===== config.mk =====
export PLATFORM = sky130hd
export DESIGN_NAME = hazard_ctrl
export DESIGN_NICKNAME = d
export VERILOG_FILES = /design/src/rtl/hazard_ctrl_pkg.sv /design/src/rtl/hazard_ctrl_sat_counter.sv /design/src/rtl/hazard_ctrl.sv
export SDC_FILE = /design/constraint.sdc
export NUM_CORES = 1
export LEC_CHECK = 0
export ABC_CLOCK_PERIOD_IN_PS = 3160
export BUFFER_PORTS_ARGS = -buffer_cell sky130_fd_sc_hd__buf_2
export CAP_MARGIN = 40
export CELL_PAD_IN_SITES_DETAIL_PLACEMENT = 1
export CELL_PAD_IN_SITES_GLOBAL_PLACEMENT = 1
export CORE_MARGIN = 2
export CORE_UTILIZATION = 45
export CTS_BUF_LIST = sky130_fd_sc_hd__clkbuf_4 sky130_fd_sc_hd__clkbuf_8
export CTS_CLUSTER_DIAMETER = 150
export CTS_CLUSTER_SIZE = 16
export DETAILED_ROUTE_END_ITERATION = 12
export PLACE_DENSITY_LB_ADDON = 0.1
export REMOVE_ABC_BUFFERS = 1
export SLEW_MARGIN = 0
export SYNTH_ARGS = -nofsm -noshare
export SYNTH_HDL_FRONTEND = slang
export SYNTH_SLANG_ARGS = --single-unit

===== constraint.sdc =====
create_clock -name clk -period 3.16 [get_ports clk]
set_input_delay 0.316 -clock clk [delete_from_list [all_inputs] [get_ports clk]]
set_output_delay 0.316 -clock clk [all_outputs]
set_load 0.01 [all_outputs]

===== src/rtl/hazard_ctrl_pkg.sv =====
`default_nettype none
// ---------------------------------------------------------------------------
// hazard_ctrl_pkg : shared FSM encodings, defaults and hazard helpers
// Revision: 1.0
// ---------------------------------------------------------------------------
package hazard_ctrl_pkg;

  localparam logic [1:0] ST_RUN      = 2'd0;
  localparam logic [1:0] ST_MEM_WAIT = 2'd1;
  localparam logic [1:0] ST_ERR      = 2'd2;

  localparam int TIMEOUT_DEFAULT = 16;
  localparam int CNT_W_DEFAULT   = 32;

  typedef struct packed {
    logic pc_stall;
    logic if_id_stall;
    logic id_ex_stall;
    logic ex_mem_stall;
    logic if_id_flush;
    logic id_ex_flush;
    logic mem_wb_flush;
    logic pc_redirect;
  } ctrl_t;

  // x0 is hardwired, so a load to it can never create a dependency.
  function automatic logic f_load_use(
    input logic [4:0] rs1_addr,
    input logic [4:0] rs2_addr,
    input logic       rs1_used,
    input logic       rs2_used,
    input logic [4:0] rd_addr,
    input logic       reg_enable,
    input logic       mem_re
  );
    return mem_re && reg_enable && (rd_addr != 5'd0) &&
           ((rs1_used && (rs1_addr == rd_addr)) ||
            (rs2_used && (rs2_addr == rd_addr)));
  endfunction

endpackage
`default_nettype wire


===== src/rtl/hazard_ctrl_sat_counter.sv =====
`default_nettype none
// ---------------------------------------------------------------------------
// sat_counter : up-counter that sticks at all-ones instead of wrapping
// Revision: 1.0
// ---------------------------------------------------------------------------
module sat_counter #(
  parameter int WIDTH = 32
) (
  input  logic             clk,
  input  logic             reset,
  input  logic             inc,
  output logic [WIDTH-1:0] q
);

  logic [WIDTH-1:0] q_q;
  logic [WIDTH-1:0] q_d;

  always_comb begin
    q_d = q_q;
    if (inc && (q_q != '1)) begin
      q_d = q_q + 1'b1;
    end
  end

  always_ff @(posedge clk or negedge reset) begin
    if (!reset) begin
      q_q <= '0;
    end else begin
      q_q <= q_d;
    end
  end

  assign q = q_q;

endmodule
`default_nettype wire


===== src/rtl/hazard_ctrl.sv =====
`default_nettype none
// ---------------------------------------------------------------------------
// hazard_ctrl : pipeline stall/flush/redirect control with memory timeout
// Revision: 1.0
// ---------------------------------------------------------------------------
module hazard_ctrl
  import hazard_ctrl_pkg::*;
#(
  parameter int TIMEOUT = TIMEOUT_DEFAULT,
  parameter int CNT_W   = CNT_W_DEFAULT
) (
  input  logic             clk,
  input  logic             reset,
  input  logic [4:0]       id_rs1_addr,
  input  logic [4:0]       id_rs2_addr,
  input  logic             id_rs1_used,
  input  logic             id_rs2_used,
  input  logic [4:0]       ex_rd_addr,
  input  logic             ex_reg_enable,
  input  logic             ex_mem_re,
  input  logic             ex_branch_taken,
  input  logic             dmem_req,
  input  logic             dmem_ready,
  input  logic             err_clr,
  output logic             pc_stall,
  output logic             if_id_stall,
  output logic             id_ex_stall,
  output logic             ex_mem_stall,
  output logic             if_id_flush,
  output logic             id_ex_flush,
  output logic             mem_wb_flush,
  output logic             pc_redirect,
  output logic             bus_err,
  output logic [CNT_W-1:0] stall_cnt,
  output logic [CNT_W-1:0] flush_cnt
);

  // TIMEOUT must be at least 2 for the wait counter to reach its limit.
  localparam int                WAIT_W    = $clog2(TIMEOUT) + 1;
  localparam logic [WAIT_W-1:0] WAIT_LAST = WAIT_W'(TIMEOUT - 1);

  logic [1:0]        state_q;
  logic [1:0]        state_d;
  logic [WAIT_W-1:0] wait_cnt_q;
  logic [WAIT_W-1:0] wait_cnt_d;
  logic [WAIT_W-1:0] wait_cnt_inc;
  logic              mem_wait;
  logic              load_use;
  ctrl_t             ctrl;

  always_comb begin
    mem_wait = dmem_req && !dmem_ready && (state_q != ST_ERR);
    load_use = f_load_use(id_rs1_addr, id_rs2_addr, id_rs1_used, id_rs2_used,
                          ex_rd_addr, ex_reg_enable, ex_mem_re);
    ctrl = '0;
    if (!reset) begin
      ctrl = '0;
    end else if (mem_wait) begin
      ctrl.pc_stall     = 1'b1;
      ctrl.if_id_stall  = 1'b1;
      ctrl.id_ex_stall  = 1'b1;
      ctrl.ex_mem_stall = 1'b1;
      ctrl.mem_wb_flush = 1'b1;
    end else if (ex_branch_taken) begin
      // The ID instruction is wrong-path, so its load-use stall is moot.
      ctrl.pc_redirect  = 1'b1;
      ctrl.if_id_flush  = 1'b1;
      ctrl.id_ex_flush  = 1'b1;
    end else if (load_use) begin
      ctrl.pc_stall     = 1'b1;
      ctrl.if_id_stall  = 1'b1;
      ctrl.id_ex_flush  = 1'b1;
    end
  end

  always_comb begin
    state_d      = state_q;
    wait_cnt_d   = wait_cnt_q;
    wait_cnt_inc = wait_cnt_q + 1'b1;
    case (state_q)
      ST_RUN: begin
        if (mem_wait) begin
          state_d    = ST_MEM_WAIT;
          wait_cnt_d = '0;
        end
      end
      ST_MEM_WAIT: begin
        if (!mem_wait) begin
          state_d = ST_RUN;
        end else begin
          wait_cnt_d = wait_cnt_inc;
          if (wait_cnt_inc == WAIT_LAST) begin
            state_d = ST_ERR;
          end
        end
      end
      ST_ERR: begin
        if (err_clr) begin
          state_d = ST_RUN;
        end
      end
      default: begin
        state_d = ST_RUN;
      end
    endcase
  end

  always_ff @(posedge clk or negedge reset) begin
    if (!reset) begin
      state_q    <= ST_RUN;
      wait_cnt_q <= '0;
    end else begin
      state_q    <= state_d;
      wait_cnt_q <= wait_cnt_d;
    end
  end

  assign pc_stall     = ctrl.pc_stall;
  assign if_id_stall  = ctrl.if_id_stall;
  assign id_ex_stall  = ctrl.id_ex_stall;
  assign ex_mem_stall = ctrl.ex_mem_stall;
  assign if_id_flush  = ctrl.if_id_flush;
  assign id_ex_flush  = ctrl.id_ex_flush;
  assign mem_wb_flush = ctrl.mem_wb_flush;
  assign pc_redirect  = ctrl.pc_redirect;
  assign bus_err      = (state_q == ST_ERR);

  sat_counter #(.WIDTH(CNT_W)) u_stall_cnt (
    .clk   (clk),
    .reset (reset),
    .inc   (ctrl.pc_stall),
    .q     (stall_cnt)
  );

  sat_counter #(.WIDTH(CNT_W)) u_flush_cnt (
    .clk   (clk),
    .reset (reset),
    .inc   (ctrl.if_id_flush | ctrl.id_ex_flush | ctrl.mem_wb_flush),
    .q     (flush_cnt)
  );

endmodule
`default_nettype wire

==> results of run 1 <==
==> stage by stage <==
stage | hold WS, ns | area [sq um]
finish | 0.208 | 4390
global route | 0.182 | 4390
CTS | 0.184 | 4390
detailed placement | 0.170 | 4160
global placement | 0.168 | 4160
floorplan | 0.0204 | 3520
==> cells in the final DEF (no fill, tap or decap), types with 5 or more instances in the layout <==
master,instances
xor2_1,21
buf_2,96
nand3_1,26
and3_1,17
clkbuf_8,12
nor2_1,18
nor4_1,6
nor3_1,6
nand4_1,23
nand2_1,32
o21ai_0,5
inv_1,13
dfrtp_1,71
buf_4,5
nand2b_1,5
xnor2_1,51
==> final timing paths <==
kind	start	endpoint	slack, ns	depth (start not counted)
worst min register to register	u_flush_cnt.q[29]	u_flush_cnt.q[29]	0.49	1
max in group asynchronous	reset	u_flush_cnt.q[6]	2.07	3
min in group asynchronous	reset	u_stall_cnt.q[21]	0.35	2
worst max register to register	u_flush_cnt.q[9]	u_flush_cnt.q[14]	0.72	7
worst max-delay path	u_flush_cnt.q[9]	u_flush_cnt.q[14]	0.72	7
worst min-delay path	err_clr	state_q[1]	0.21	2
==> power by group through the flow <==
stage / registers, mW / logic (mW) / clock network, mW
global route: 1.11 / 0.381 / 0.840
detailed placement: 1.10 / 0.345 / 0
finish: 1.09 / 0.340 / 0.773
floorplan: 1.12 / 0.150 / 0
CTS: 1.09 / 0.347 / 0.791
global placement: 1.10 / 0.332 / 0
==> state kept, by name, summed over array words and instances (netlist names) <==
register,count
u_stall_cnt.q,32
state_q,2
wait_cnt_q,5
u_flush_cnt.q,32
==> routing by layer <==
metal / wire [um] / up-vias / track usage [%]
li1: - / 1397 / -
met1: 3960 / 1458 / 28.4
met2: 4150 / 79 / 35.3
met3: 430 / 8 / 4.27
met4: 69 / 0 / 4.66
met5: 0 / - / 0
==> Yosys cell counts, drive strengths merged (6+ instances only) <==
library cell,instances
and3,17
buf,7
dfrtp,71
inv,13
nand2,32
nand3,27
nand4,23
nor2,18
nor3,7
nor4,7
o21ai,6
xnor2,51
xor2,21
==> final cells by class <==
class                           count  area share (%)
Clock inverter                      4            1.20
Multi-Input combinational cell    251            38.5
Tap cell                          102            2.91
Timing Repair Buffer              102            12.0
Inverter                           13            1.11
Sequential cell                    71            40.5
Clock buffer                       12            3.76
==> cells by family after synthesis <==
group                      Yosys count  share of synthesized area, %
DFF                                 71                          49.8
and+or+nand+nor                    152                          23.4
AOI/OAI and AO/OA                   21                          4.28
adders and majority gates            4                          1.40
muxes                                2                         0.631
xor gates and xnor gates            72                          17.7
buffers and inverters               22                          2.84
==> timing repair <==
item,CTS,global route
gates resized for setup,0,0
hold buffers,1,0
endpoints found under the hold margin,7,0
==> results_dict.tcl, run 1 <==
set metrics [dict create \
    fillers 920 \
    routabilityCongestion 0.760 \
    irDropWorstVdd_mv 0.311 \
    drc_errors 0 \
    portBuffers 97 \
    cpPeakStageDelay_ns 0.64 \
    cp_num_buf_inv 0 \
    clkLatencyLatePin_ns 0.34 \
    cts_inserted_buffers 9 \
    synthTopCellsByArea "dfrtp_1 50%, xnor2_1 13%, xor2_1 5.2%" \
    fin_worst_skew_ns 0.0147 \
    coreArea_sq_um 7690 \
    fin_tns_setup_ns 0 \
    synthFlopType "dfrtp_1" \
    leakage_nw 2.16 \
    cap_violations 0 \
    grt-ovfl-total 0 \
    criticalPathCategory "flop to flop" \
    die_height_um 93.1 \
    yosys_warnings 0 \
    syn_avg_cell_area_sq_um 10.4 \
    run_status "complete, no violations" \
    antenna_left 0 \
    cp_slowest_cell "nor4_1" \
    cts_setup_buffers 0 \
    dieArea_sq_um 8660 \
    grt_pass1_wl_um 14600 \
    drive_above_1_share_pct 28.0 \
    power_mw 2.20 \
    clock_sinks 71 \
    via_count 2942 \
    start_util_pct 46.4 \
    chipWidth_um 93.1 \
    period_share_pct 77.2 \
    slew_headroom_pct 53.5 \
    rows 32 \
    post_drt_wl_per_cell_um 15.5 \
    multi_input_area_sq_um 1690 \
    first_pass_iters 5 \
    antenna_found_initial 0 \
    ys_seq_area_share_pct 49.8 \
    ys_seq_elements 71 \
    path_max_fanout 8 \
    synth_top_area_share_pct 49.8 \
    yosys.area.top_type "dfrtp_1" \
    grt_max_degree 39 \
    crit_arrival_ns 2.65 \
    place_ws_ns 0.741 \
    stdcell_count 555 \
    diodes 0 \
    timing.fmax_ghz 0.410 \
    synth.distinct_cells 40 \
    dp.cells 538 \
    syn_area_sq_um 3570 \
    area_growth_syn_to_layout_pct 23.0 \
    hold_violations 0 \
    endpoint_kind "flop" \
    routed_via_density 5.30 \
    seqPwrFrac_pct 49.4 \
    clk_pin_slew_worst_paths_ns 0.08 \
    path_cells "nand3_1, nor4_1, nand2_1, nor2_1, nand3b_1, nor3_1, xor2_1" \
    setup_ws_ns 0.722 \
    p_switching_mw 0.629 \
    slew_violations 0 \
    power_frac_clock_pct 35.1 \
    period_minus_slack_ns 2.44 \
    cts.htree.levels 3 \
    clk_path_buf_depth 2 \
    async_flop_share_pct 100 \
    p_sw_share_pct 28.6 \
    powerDensity_nw_per_um2 501 \
    globalRouteTotalUtil_pct 21.1 \
    synthCells 344 \
    setup_violations 0 \
    worst_pin_slew_ns 0.691 \
    drtIter0Drc 83 \
    cp_data_required_time_ns 3.37 \
    cts_root_buf "clkbuf_8" \
    combPwrFrac_pct 15.5 \
    finalNetCount 477 \
    regArea_sq_um 1780 \
    rsz0062_at_grt "no" \
    cellInternalPower_mw 1.57 \
    grt_pass1_vias 2966 \
    worst_hold_path_type "input pin to flop" \
    dp_hpwl_um 6370 \
    critPathTopFamily "simple AND/OR/NAND/NOR gates" \
    critPathLaunchType "flop" \
    pin_count 98 \
    cts_tree "done" \
    final_util_pct 57.1 \
    synth-edff-count 0 \
    wirelength_um 8610 \
]
No activity file was read; power rests on OpenSTA's default activity.
==> run 2, diff against run 1 <==
--- a/config.mk
+++ b/config.mk
@@ -5,13 +5,13 @@
 export SDC_FILE = /design/constraint.sdc
 export NUM_CORES = 1
 export LEC_CHECK = 0
-export ABC_CLOCK_PERIOD_IN_PS = 3160
+export ABC_CLOCK_PERIOD_IN_PS = 2000
 export BUFFER_PORTS_ARGS = -buffer_cell sky130_fd_sc_hd__buf_2
 export CAP_MARGIN = 40
 export CELL_PAD_IN_SITES_DETAIL_PLACEMENT = 1
 export CELL_PAD_IN_SITES_GLOBAL_PLACEMENT = 1
 export CORE_MARGIN = 2
-export CORE_UTILIZATION = 45
+export CORE_UTILIZATION = 37
 export CTS_BUF_LIST = sky130_fd_sc_hd__clkbuf_4 sky130_fd_sc_hd__clkbuf_8
 export CTS_CLUSTER_DIAMETER = 150
 export CTS_CLUSTER_SIZE = 16
==> constraint.sdc (replaced) <==
create_clock -name clk -period 2 [get_ports clk]
set_input_delay 0.2 -clock clk [delete_from_list [all_inputs] [get_ports clk]]
set_output_delay 0.2 -clock clk [all_outputs]
set_load 0.01 [all_outputs]
==> results_dict.tcl, run 2 (synthesis gave the netlist of run 1 again) <==
set metrics [dict create \
    run_status "complete, no violations" \
    critPathLaunchType "flop" \
    diodes 0 \
    postPlaceCellArea_sq_um 4560 \
    cpPeakStageDelay_ns 0.37 \
    first_pass_iters 4 \
    timing.fmax_ghz 0.515 \
    clkLatencyLatePin_ns 0.35 \
    grt-ovfl-total 0 \
    clock_sinks 71 \
    coreArea_sq_um 9280 \
    worst_pin_slew_ns 0.639 \
    finalNetCount 527 \
    fin_area_sq_um 4980 \
    period_minus_slack_ns 1.94 \
    hold_violations 0 \
    slew_violations 0 \
    cap_violations 0 \
    cts_tree "done" \
    path_max_fanout 2 \
    irDropWorstVdd_mv 0.455 \
    routabilityCongestion 0.774 \
    drive_above_1_share_pct 38.8 \
    die_height_um 102 \
    slew_headroom_pct 57.4 \
    layout_common_cells "96 x buf_2, 71 x dfrtp_1, 51 x xnor2_1, 51 x buf_4, 32 x nand2_1" \
    leakage_nw 2.49 \
    endpoint_kind "flop" \
    worst_hold_path_type "input pin to flop" \
    globalRouteTotalUtil_pct 18.7 \
    path_cells "nand3_2, or3_4, or3_4, nor4_4, buf_4, nand4_1, xnor2_1" \
    grt_max_degree 50 \
    criticalPathCategory "flop to flop" \
    drc_errors 0 \
    drtIter0Drc 77 \
    clk_path_buf_depth 2 \
    power_mw 3.74 \
    cts_inserted_buffers 9 \
    cts.htree.levels 3 \
    critPathTopFamily "simple AND/OR/NAND/NOR gates" \
    crit_arrival_ns 2.18 \
    whs_ns 0.0526 \
    clk_pin_slew_worst_paths_ns 0.08 \
    fin_worst_skew_ns 0.0111 \
    chipWidth_um 102 \
    rsz0062_at_grt "yes" \
    cp_slowest_cell "dfrtp_1" \
    antenna_left 0 \
    grt_pass1_vias 3132 \
    path_common_cell "or3_4" \
    post_drt_wl_per_cell_um 15.2 \
    dieArea_sq_um 10500 \
    via_count 3113 \
    pin_count 98 \
    period_share_pct 97.1 \
    cts_root_buf "clkbuf_8" \
    cp_num_buf_inv 1 \
    wirelength_um 9620 \
    place_ws_ns -0.401 \
    start_util_pct 38.5 \
    antenna_found_initial 0 \
    routed_via_density 4.93 \
    setup_violations 0 \
    portBuffers 97 \
    dp_hpwl_um 6870 \
    powerDensity_nw_per_um2 750 \
    rows 35 \
    final_common_cell "buf_2" \
    area_growth_syn_to_layout_pct 39.5 \
    cp_data_required_time_ns 2.24 \
    grt_pass1_wl_um 15300 \
    setup_ws_ns 0.0571 \
]
[run 2: power breakdown]
group / switching, mW / leakage [nW] / internal (mW)
logic: 0.366 / 1.43 / 0.342
registers: 0.122 / 0.950 / 1.56
clock network: 0.577 / 0.112 / 0.769
[run 2: final timing paths]
kind                            slack [ns]                 to              start  cells past startpoint
worst max-delay path                  0.06  u_flush_cnt.q[23]   u_flush_cnt.q[6]                      7
worst min-delay path                  0.05         state_q[1]            err_clr                      2
worst max register to register        0.06  u_flush_cnt.q[23]   u_flush_cnt.q[6]                      7
worst min register to register        0.49  u_stall_cnt.q[21]  u_stall_cnt.q[21]                      1
max in group asynchronous             0.99  u_flush_cnt.q[17]              reset                      3
min in group asynchronous             0.44  u_flush_cnt.q[24]              reset                      3
[run 2: layer usage]
metal / GRT usage, % / wire length [um] / up-vias
met4: 7.59 / 173 / 0
met5: 0 / 0 / -
met2: 30.7 / 4610 / 81
met3: 3.35 / 436 / 12
met1: 24.6 / 4390 / 1524
li1: - / - / 1496
[run 2: timing repair]
item	4_1_cts	5_1_grt
gates resized for setup	6	19
hold endpoints to repair	22	0
setup endpoints to repair	20	31
hold buffers	1	0
pin swaps	2	3
gates cloned	0	2
buffers inserted	1	2
[run 2: cell type report]
class	instances	area, sq um
tap	129	161
fill	1118	4300
sequential	71	1780
clock buffer	11	151
inverter	13	48.8
multi-input combinational	251	1800
timing repair buffer	152	963
clock inverter	5	80.1
[run 2: per-stage QoR]
stage	instances	TNS (ns)	utilization, %
final	632	0	53.6
after global placement	610	-4.75	49.1
after global routing	632	-1.49	53.6
after floorplan	335	-13.81	-
after CTS	628	0	52.1
after detailed placement	610	-15.87	49.1
